$ cat src/rtl/alu_seq_pkg.sv
// Shared definitions for the ALU operation sequencer: opcode values,
// FSM state encoding and opcode classification helpers.
package alu_seq_pkg;

  localparam logic [3:0] OP_AND  = 4'd0;
  localparam logic [3:0] OP_OR   = 4'd1;
  localparam logic [3:0] OP_NEG  = 4'd2;
  localparam logic [3:0] OP_NOT  = 4'd3;
  localparam logic [3:0] OP_ADD  = 4'd4;
  localparam logic [3:0] OP_SUB  = 4'd5;
  localparam logic [3:0] OP_MUL  = 4'd6;
  localparam logic [3:0] OP_DIV  = 4'd7;
  localparam logic [3:0] OP_SHR  = 4'd8;
  localparam logic [3:0] OP_SHRA = 4'd9;
  localparam logic [3:0] OP_SHL  = 4'd10;
  localparam logic [3:0] OP_ROR  = 4'd11;
  localparam logic [3:0] OP_ROL  = 4'd12;

  typedef enum logic [2:0] {
    S_IDLE,
    S_LOAD_Y,
    S_EXEC,
    S_WB_LO,
    S_WB_HI,
    S_DONE,
    S_ERR
  } state_t;

  // Unary ops take their only operand straight from src_a, skipping Y
  function automatic logic is_unary(input logic [3:0] op);
    return (op == OP_NEG) || (op == OP_NOT);
  endfunction

  // MUL/DIV produce a 64-bit result written back to LO and HI
  function automatic logic is_muldiv(input logic [3:0] op);
    return (op == OP_MUL) || (op == OP_DIV);
  endfunction

  function automatic logic is_legal(input logic [3:0] op);
    return op <= OP_ROL;
  endfunction

endpackage

$ cat src/rtl/alu_seq_onehot.sv
// 4-bit register index to NREG-wide one-hot enable vector.
// Indices at or above NREG produce an all-zero vector.
module alu_seq_onehot #(
  parameter int NREG = 16
) (
  input  logic [3:0]      idx,
  input  logic            en,
  output logic [NREG-1:0] onehot
);

  genvar gi;
  generate
    for (gi = 0; gi < NREG; gi++) begin : g_bit
      // one comparator per register select line
      assign onehot[gi] = en && (32'(idx) == gi);
    end
  endgenerate

endmodule

$ cat src/rtl/alu_op_sequencer.sv
// Multi-cycle control FSM sequencing one ALU operation over the shared bus:
// Y load, operand + opcode with Z capture, then write-back to a register or
// LO/HI. All outputs are decoded from registered state (Moore).
// Optional feature macro: ALU_SEQ_STATS_EN adds saturating op_count and
// illegal_count ports.
module alu_op_sequencer
  import alu_seq_pkg::*;
#(
  parameter int NREG          = 16,
  parameter int MULDIV_CYCLES = 1
) (
  input  logic            clock,
  input  logic            clear_n,
  input  logic            start,
  input  logic [3:0]      op,
  input  logic [3:0]      src_a,
  input  logic [3:0]      src_b,
  input  logic [3:0]      dst,
  output logic            busy,
  output logic            done,
  output logic            illegal,
  output logic [NREG-1:0] rout,
  output logic [NREG-1:0] rin,
  output logic            y_in,
  output logic            z_in,
  output logic            z_low_out,
  output logic            z_high_out,
  output logic            lo_in,
  output logic            hi_in,
  output logic [3:0]      alu_op
`ifdef ALU_SEQ_STATS_EN
  ,
  output logic [15:0]     op_count,
  output logic [7:0]      illegal_count
`endif
);

  // EXEC is held for MULDIV_CYCLES cycles; the counter counts down to zero
  localparam logic [3:0] CNT_INIT = 4'(MULDIV_CYCLES - 1);

  state_t     state_reg, state_next;
  logic [3:0] op_reg, op_next;
  logic [3:0] src_a_reg, src_a_next;
  logic [3:0] src_b_reg, src_b_next;
  logic [3:0] dst_reg, dst_next;
  logic [3:0] cnt_reg, cnt_next;

  logic       rout_en;
  logic [3:0] rout_idx;
  logic       rin_en;

  // State and captured request registers
  always_ff @(posedge clock or negedge clear_n) begin
    if (!clear_n) begin
      state_reg <= S_IDLE;
      op_reg    <= '0;
      src_a_reg <= '0;
      src_b_reg <= '0;
      dst_reg   <= '0;
      cnt_reg   <= '0;
    end else begin
      state_reg <= state_next;
      op_reg    <= op_next;
      src_a_reg <= src_a_next;
      src_b_reg <= src_b_next;
      dst_reg   <= dst_next;
      cnt_reg   <= cnt_next;
    end
  end

  // Next-state logic; request fields are captured only on acceptance in IDLE
  always_comb begin
    state_next = state_reg;
    op_next    = op_reg;
    src_a_next = src_a_reg;
    src_b_next = src_b_reg;
    dst_next   = dst_reg;
    cnt_next   = cnt_reg;
    case (state_reg)
      S_IDLE: begin
        if (start) begin
          op_next    = op;
          src_a_next = src_a;
          src_b_next = src_b;
          dst_next   = dst;
          cnt_next   = CNT_INIT;
          if (!is_legal(op))
            state_next = S_ERR;
          else if (is_unary(op))
            state_next = S_EXEC;
          else
            state_next = S_LOAD_Y;
        end
      end
      S_LOAD_Y: state_next = S_EXEC;
      S_EXEC: begin
        if (is_muldiv(op_reg) && (cnt_reg != 4'd0))
          cnt_next = cnt_reg - 4'd1;
        else
          state_next = S_WB_LO;
      end
      S_WB_LO:  state_next = is_muldiv(op_reg) ? S_WB_HI : S_DONE;
      S_WB_HI:  state_next = S_DONE;
      S_DONE:   state_next = S_IDLE;
      S_ERR:    state_next = S_IDLE;
      default:  state_next = S_IDLE;
    endcase
  end

  // Moore output decode from the registered state and captured fields
  always_comb begin
    busy       = (state_reg != S_IDLE);
    done       = 1'b0;
    illegal    = 1'b0;
    y_in       = 1'b0;
    z_in       = 1'b0;
    z_low_out  = 1'b0;
    z_high_out = 1'b0;
    lo_in      = 1'b0;
    hi_in      = 1'b0;
    alu_op     = 4'd0;
    rout_en    = 1'b0;
    rout_idx   = src_a_reg;
    rin_en     = 1'b0;
    case (state_reg)
      S_LOAD_Y: begin
        rout_en = 1'b1;
        y_in    = 1'b1;
      end
      S_EXEC: begin
        rout_en  = 1'b1;
        rout_idx = is_unary(op_reg) ? src_a_reg : src_b_reg;
        alu_op   = op_reg;
        z_in     = !is_muldiv(op_reg) || (cnt_reg == 4'd0);
      end
      S_WB_LO: begin
        z_low_out = 1'b1;
        lo_in     = is_muldiv(op_reg);
        rin_en    = !is_muldiv(op_reg);
      end
      S_WB_HI: begin
        z_high_out = 1'b1;
        hi_in      = 1'b1;
      end
      S_DONE: done = 1'b1;
      S_ERR: begin
        done    = 1'b1;
        illegal = 1'b1;
      end
      default: ;
    endcase
  end

  alu_seq_onehot #(.NREG(NREG)) u_rout_dec (
    .idx    (rout_idx),
    .en     (rout_en),
    .onehot (rout)
  );

  alu_seq_onehot #(.NREG(NREG)) u_rin_dec (
    .idx    (dst_reg),
    .en     (rin_en),
    .onehot (rin)
  );

`ifdef ALU_SEQ_STATS_EN
  logic [15:0] op_count_reg;
  logic [7:0]  illegal_count_reg;

  // Saturating completion counters, one count per done pulse
  always_ff @(posedge clock or negedge clear_n) begin
    if (!clear_n) begin
      op_count_reg      <= '0;
      illegal_count_reg <= '0;
    end else begin
      if ((state_reg == S_DONE) && (op_count_reg != 16'hFFFF))
        op_count_reg <= op_count_reg + 16'd1;
      if ((state_reg == S_ERR) && (illegal_count_reg != 8'hFF))
        illegal_count_reg <= illegal_count_reg + 8'd1;
    end
  end

  assign op_count      = op_count_reg;
  assign illegal_count = illegal_count_reg;
`endif

endmodule

$ cat config.mk
export PLATFORM = sky130hd
export DESIGN_NAME = alu_op_sequencer
export DESIGN_NICKNAME = d
export VERILOG_FILES = /design/src/rtl/alu_seq_pkg.sv /design/src/rtl/alu_seq_onehot.sv /design/src/rtl/alu_op_sequencer.sv
export SDC_FILE = /design/constraint.sdc
export NUM_CORES = 1
export LEC_CHECK = 0
export BUFFER_PORTS_ARGS = -buffer_cell sky130_fd_sc_hd__buf_2
export CORE_UTILIZATION = 30
export CTS_BUF_LIST = sky130_fd_sc_hd__clkbuf_4
export DETAILED_ROUTE_END_ITERATION = 10
export GPL_ROUTABILITY_DRIVEN = 0
export SYNTH_ARGS = -nofsm -noshare
export SYNTH_HDL_FRONTEND = slang
export SYNTH_SLANG_ARGS = --single-unit
$ cat constraint.sdc
create_clock -name clock -period 1.95 [get_ports clock]
set_input_delay 0.2925 -clock clock [delete_from_list [all_inputs] [get_ports clock]]
set_output_delay 0.2925 -clock clock [all_outputs]
set_load 0.005 [all_outputs]
# == Word level (Yosys, flattened, before mapping) ==
# Index checks and enable logic that the tools add are counted.
# word_totals
ff_bits,23
out_inout_bits,45
word_cells,124
# classes
addsub,1
n_lt_le_gt_ge,1
eq_ne,45
muxes,21
n_reduce_logical,50
# ops
cell,count
$eq 4x4->1 const B,16
$eq 4x3->1 const B,10
$logic_and 1x1->1,33
$eq 4x2->1 const B,8
$mux 4,5
$pmux 3 s5,1
$logic_not 4->1,3
$mux 1,10
$eq 3x3->1 const B,3
$mux 3,3
$eq 4x1->1 const B,2
$pmux 4 s2,1
$eq 3x2->1 const B,2
$ne 2x2->1 const B,3
$le 4x4->1 const B,1
$logic_or 1x1->1,4
$reduce_and 2->1,2
$reduce_bool 4->1,1
$reduce_or 2->1,2
$sub 4x1->4 const B,1
$eq 3x1->1 const B,1
$logic_not 3->1,1
$reduce_and 3->1,1
$reduce_bool 3->1,1
3 further kinds,3

# == Logic depth before layout (Yosys ltp) ==
# depth
depth_word,6
mapped_depth,6
depth_no_buf,5

# == Cells and area by module ==
# Synthesis repeated with hierarchy kept, for this count alone.
# unflattened
cells_unflattened,184
hier_area_um2,1442.6
# by_module_without_submodules
module,n_inst,cells_each,area_each_um2,seq_area_each_um2
alu_op_sequencer,1,138,1207.4,575.6
alu_seq_onehot,2,23,117.6,0.0

# == Least setup slack after synthesis ==
# OpenSTA, ideal clock, no wires.
# synth_path
path_type,reg2out
startpoint,register state_reg[2]
endpoint,output rout[10]
t_arrival_ps,1391
required_ps,1657
slack_ps,267
path_stages_with_launch,6
path_buffers,2
path_cell_list,dfrtp_1 clkbuf_1 nor3b_1 clkbuf_1 nand4_1 a21oi_1
# synth_via
elab_chain_len,4
elab_cells_between_ends,7
# synth_rtl
element,line_no,rtl
from (decl),alu_op_sequencer.sv:41,"state_t state_reg, state_next;"
from (signal assigned),alu_op_sequencer.sv:62,state_reg <= state_next;
$eq 3x2->1 or $eq 3x1->1 (tied branches),alu_op_sequencer.sv:125,case (state_reg)
$mux 4 or $reduce_or 2->1 (tied branches),--,
$eq 4x4->1 or $mux 1 (tied branches),"alu_seq_onehot.sv:15, alu_op_sequencer.sv:125",
$logic_and 1x1->1 *,alu_seq_onehot.sv:15,assign onehot[gi] = en && (32'(idx) == gi);
to (decl),alu_op_sequencer.sv:22,"output logic [NREG-1:0] rout,"
# Mark *: on every way between the ends. The rest lies on a longest branch, timed or not.

# == Worst setup path in the final report ==
# layout_path
startpoint,register state_reg[1]
endpoint,output rout[2]
# layout_via
elab_chain_len,4
elab_cells_between_ends,7
# layout_rtl
element,line_no
$eq 3x2->1 or $eq 3x1->1 (tied branches),alu_op_sequencer.sv:125
$mux 4 or $reduce_or 2->1 (tied branches),--
$eq 4x2->1 or $mux 1 (tied branches),"alu_seq_onehot.sv:15, alu_op_sequencer.sv:125"
$logic_and 1x1->1 *,alu_seq_onehot.sv:15
# Marked as above.

==> out/qor.yml <==
synth:
  synth_fp_nets: 254
  mean_post_synth_cell_area_sq_um: 7.53
  synth_seq_cells: 23
  seq_area_frac_synth: 0.326
  synthesis.instances: 234
  yosysUniqueCellTypes: 48
  netlist_top_cells_count: "nand2_1 (48), dfrtp_1 (23), nor2_1 (21)"
  synth-warning-count: 0
  syn_area_sq_mm: 0.00176
  number_of_enable_type_register_cells_in_the_synthesized_netlist: 0
  netlist.top_cell.by_area: "dfrtp_1"
  yosys.cell_count.top_type: "nand2_1"
  ys.flop_type: "dfrtp_1"
  yosys-top-cells-area: "dfrtp_1 (33%), nand2_1 (10%), nand4_1 (6.0%), a21oi_1 (5.1%), nor2_1 (4.5%)"
  synth-async-reset-ratio: 1.00
  yosysTopAreaCellShare: 0.326
setup_path:
  regToRegStartpoint: "state_reg[0]"
  critPathCaptureType: "output port"
  critical_path_peak_fanout: 23
  worst_r2r_endpoint: "cnt_reg[2]"
  worstPathRequired_ns: 1.66
  timing_worst_setup_path_type: "flip-flop to output port"
  worst-r2r-setup-slack_ns: 0.08
  startpoint: "state_reg[1]"
  startpoint_class: "flip-flop"
  data_arrival_at_the_endpoint_of_the_critical_path_ns: 1.79
  reg2reg_depth: 5
global_route:
  overflow: 0
  grt_first_pass_wirelength_microns: 8150
  grt_use_total: 0.165
  grt_max_degree: 24
  antenna_found_initial: 0
  grt_pass1_vias: 1745
die:
  die_width_microns: 78.7
  num_rows: 27
  core_region_area_sq_mm: 0.00557
  die_height_microns: 78.7
  initial_core_util: 0.316
  design.die.area_sq_mm: 0.00619
  floorplan.io_pins: 64
final_layout:
  syn_to_final_growth_pct: 32.6
  final_layout_size_suffix_gt1_frac: 0.346
  number_of_diodes: 0
  finalNetCount: 322
sta:
  finalHoldViolations: 0
  timing.final.max_slew_violations: 0
  max_freq_mhz: 480
  period_needed_ns: 2.08
  holdWs_ns: 0.139
  finalClockSkew_ns: 0.00914
  slew_headroom: 0.657
  worst_pin_slew_ns: 0.515
  postLayoutSetupSlackWorst_ns: -0.131
  finalSetupViolCount: 24
  post-route-period-util: 1.07
  timing.setup.tns_ns: -1.95
  rsz0062_at_grt: "yes"
detailed_routing:
  postRouteAntennaNets: 0
  drt_iter0_markers: 210
  routed_wl_microns: 5050
  drc_viols: 0
  wl_per_cell_microns: 13.5
  vias_per_cell: 5.32
  first_pass_iters: 5
  routed-via-count: 1984
outcome:
  status: "finished, violations left"
  failing_checks: "setup timing"
power:
  comb_power_share: 0.621
  power-per-cell-area_mw_per_mm2: 1390
  power.share.switching: 0.497
  ir_worst_vdd_uv: 591
  internal-power_mw: 1.64
  power.net_switching_mw: 1.62
  p_leak_nw: 1.10
  p_clk_frac: 0.073
  power_frac_seq: 0.306
cts:
  cts_htree_levels: 1
  cts.clk_slew.worst_paths_ns: 0.14
  ctsLongestPathBuffers: 2
  tritoncts_clock_tree: "built"
  tritoncts.num_buffers: 3
  clk_root_buffer_cell: "clkbuf_4"
  numClockSinks: 23
  insertion_delay_ns: 0.32
worst_hold_path:
  hold_path.startpoint: "dst[2]"
  min_delay_path_depth: 3
  worstHoldEndpoint: "dst_reg[2]"
  min_path_type: "input pin to flip-flop"
place:
  place.detailed.hpwl_microns: 3680
  numPortBuffers: 63
flow_run:
  max_cap_viol_count: 0
==> layer usage <==
layer	share of wire	vias up	track usage	wire, microns
li1	-	977	-	-
met1	0.44	911	0.214	2210
met2	0.47	80	0.262	2370
met3	0.059	16	0.0326	296
met4	0.035	0	0.0722	176
met5	0	-	0	0
==> worst max path at each step <==
stage / end / slack (ns) / depth (start not counted)
floorplan: rout[10] / 0.27 / 5
global placement: rout[15] / 0.13 / 5
detailed placement: rout[6] / 0.09 / 5
global route: rout[5] / -0.23 / 5
finish: rout[2] / -0.13 / 5
CTS: rout[3] / -0.14 / 5
==> logic make-up after synthesis <==
logic type      synth area share
flops                      0.326
compound gates             0.194
buf+inv                   0.0646
xor+xnor                 0.00497
mux                       0.0121
simple gates               0.391
fa+ha+maj                0.00710
==> placed cells by master (no fill, tap or decap), drive strengths merged, types with 2 or more instances in the layout <==
cell / instances
or3b: 3
nor3: 5
o2111ai: 6
a21oi: 18
or3: 2
buf: 81
nand4b: 2
nand2: 48
inv: 6
dfrtp: 23
clkbuf: 3
nand3b: 2
nor3b: 4
nor2: 21
and2: 7
nand4: 17
nor2b: 8
nand2b: 5
nand3: 2
o21ai: 5
o211ai: 10
==> critical path: stages (launching register included) <==
cell	delay [ns]
dfrtp_2	0.45
or3b_1	0.38
buf_6	0.18
o211ai_1	0.19
a21oi_1	0.11
buf_2	0.15
==> what timing repair did <==
action / 4_1_cts / 5_1_grt
endpoints found under the setup margin: 32 / 32
cloned: 0 / 1
buffers inserted: 5 / 1
resized for setup: 9 / 15
hold endpoints to repair: 23 / 0
hold buffers: 1 / 0
pin swaps: 2 / 5
==> per-stage QoR <==
step / cell area [sq um] / setup WS [ns] / std cells / utilization / total power, mW
after floorplan: 1760 / 0.267 / 234 / - / 2.17
after global placement: 2160 / 0.126 / 361 / 0.388 / 2.73
after detailed placement: 2160 / 0.0910 / 361 / 0.388 / 2.75
after CTS: 2270 / -0.137 / 371 / 0.407 / 3.10
after global routing: 2340 / -0.233 / 373 / 0.419 / 3.55
final: 2340 / -0.131 / 373 / 0.419 / 3.25
==> power by group through the flow <==
stage	combinational, mW	sequential, mW	clock, mW
after floorplan	1.29	0.884	0
after global routing	2.24	1.04	0.266
after detailed placement	1.77	0.979	0
after CTS	1.89	0.967	0.247
final	2.02	0.995	0.238
after global placement	1.76	0.969	0
==> final cells by class <==
type                    count  area, sq um
fillers                   586         3240
repair buffers             82          483
well taps                  72         90.1
multi-input cells         186         1130
flip-flops and latches     23          578
clock buffers               3         22.5
inverters                   6         22.5
clock inverters             1         7.51
Power figures use the tool's default switching activity.
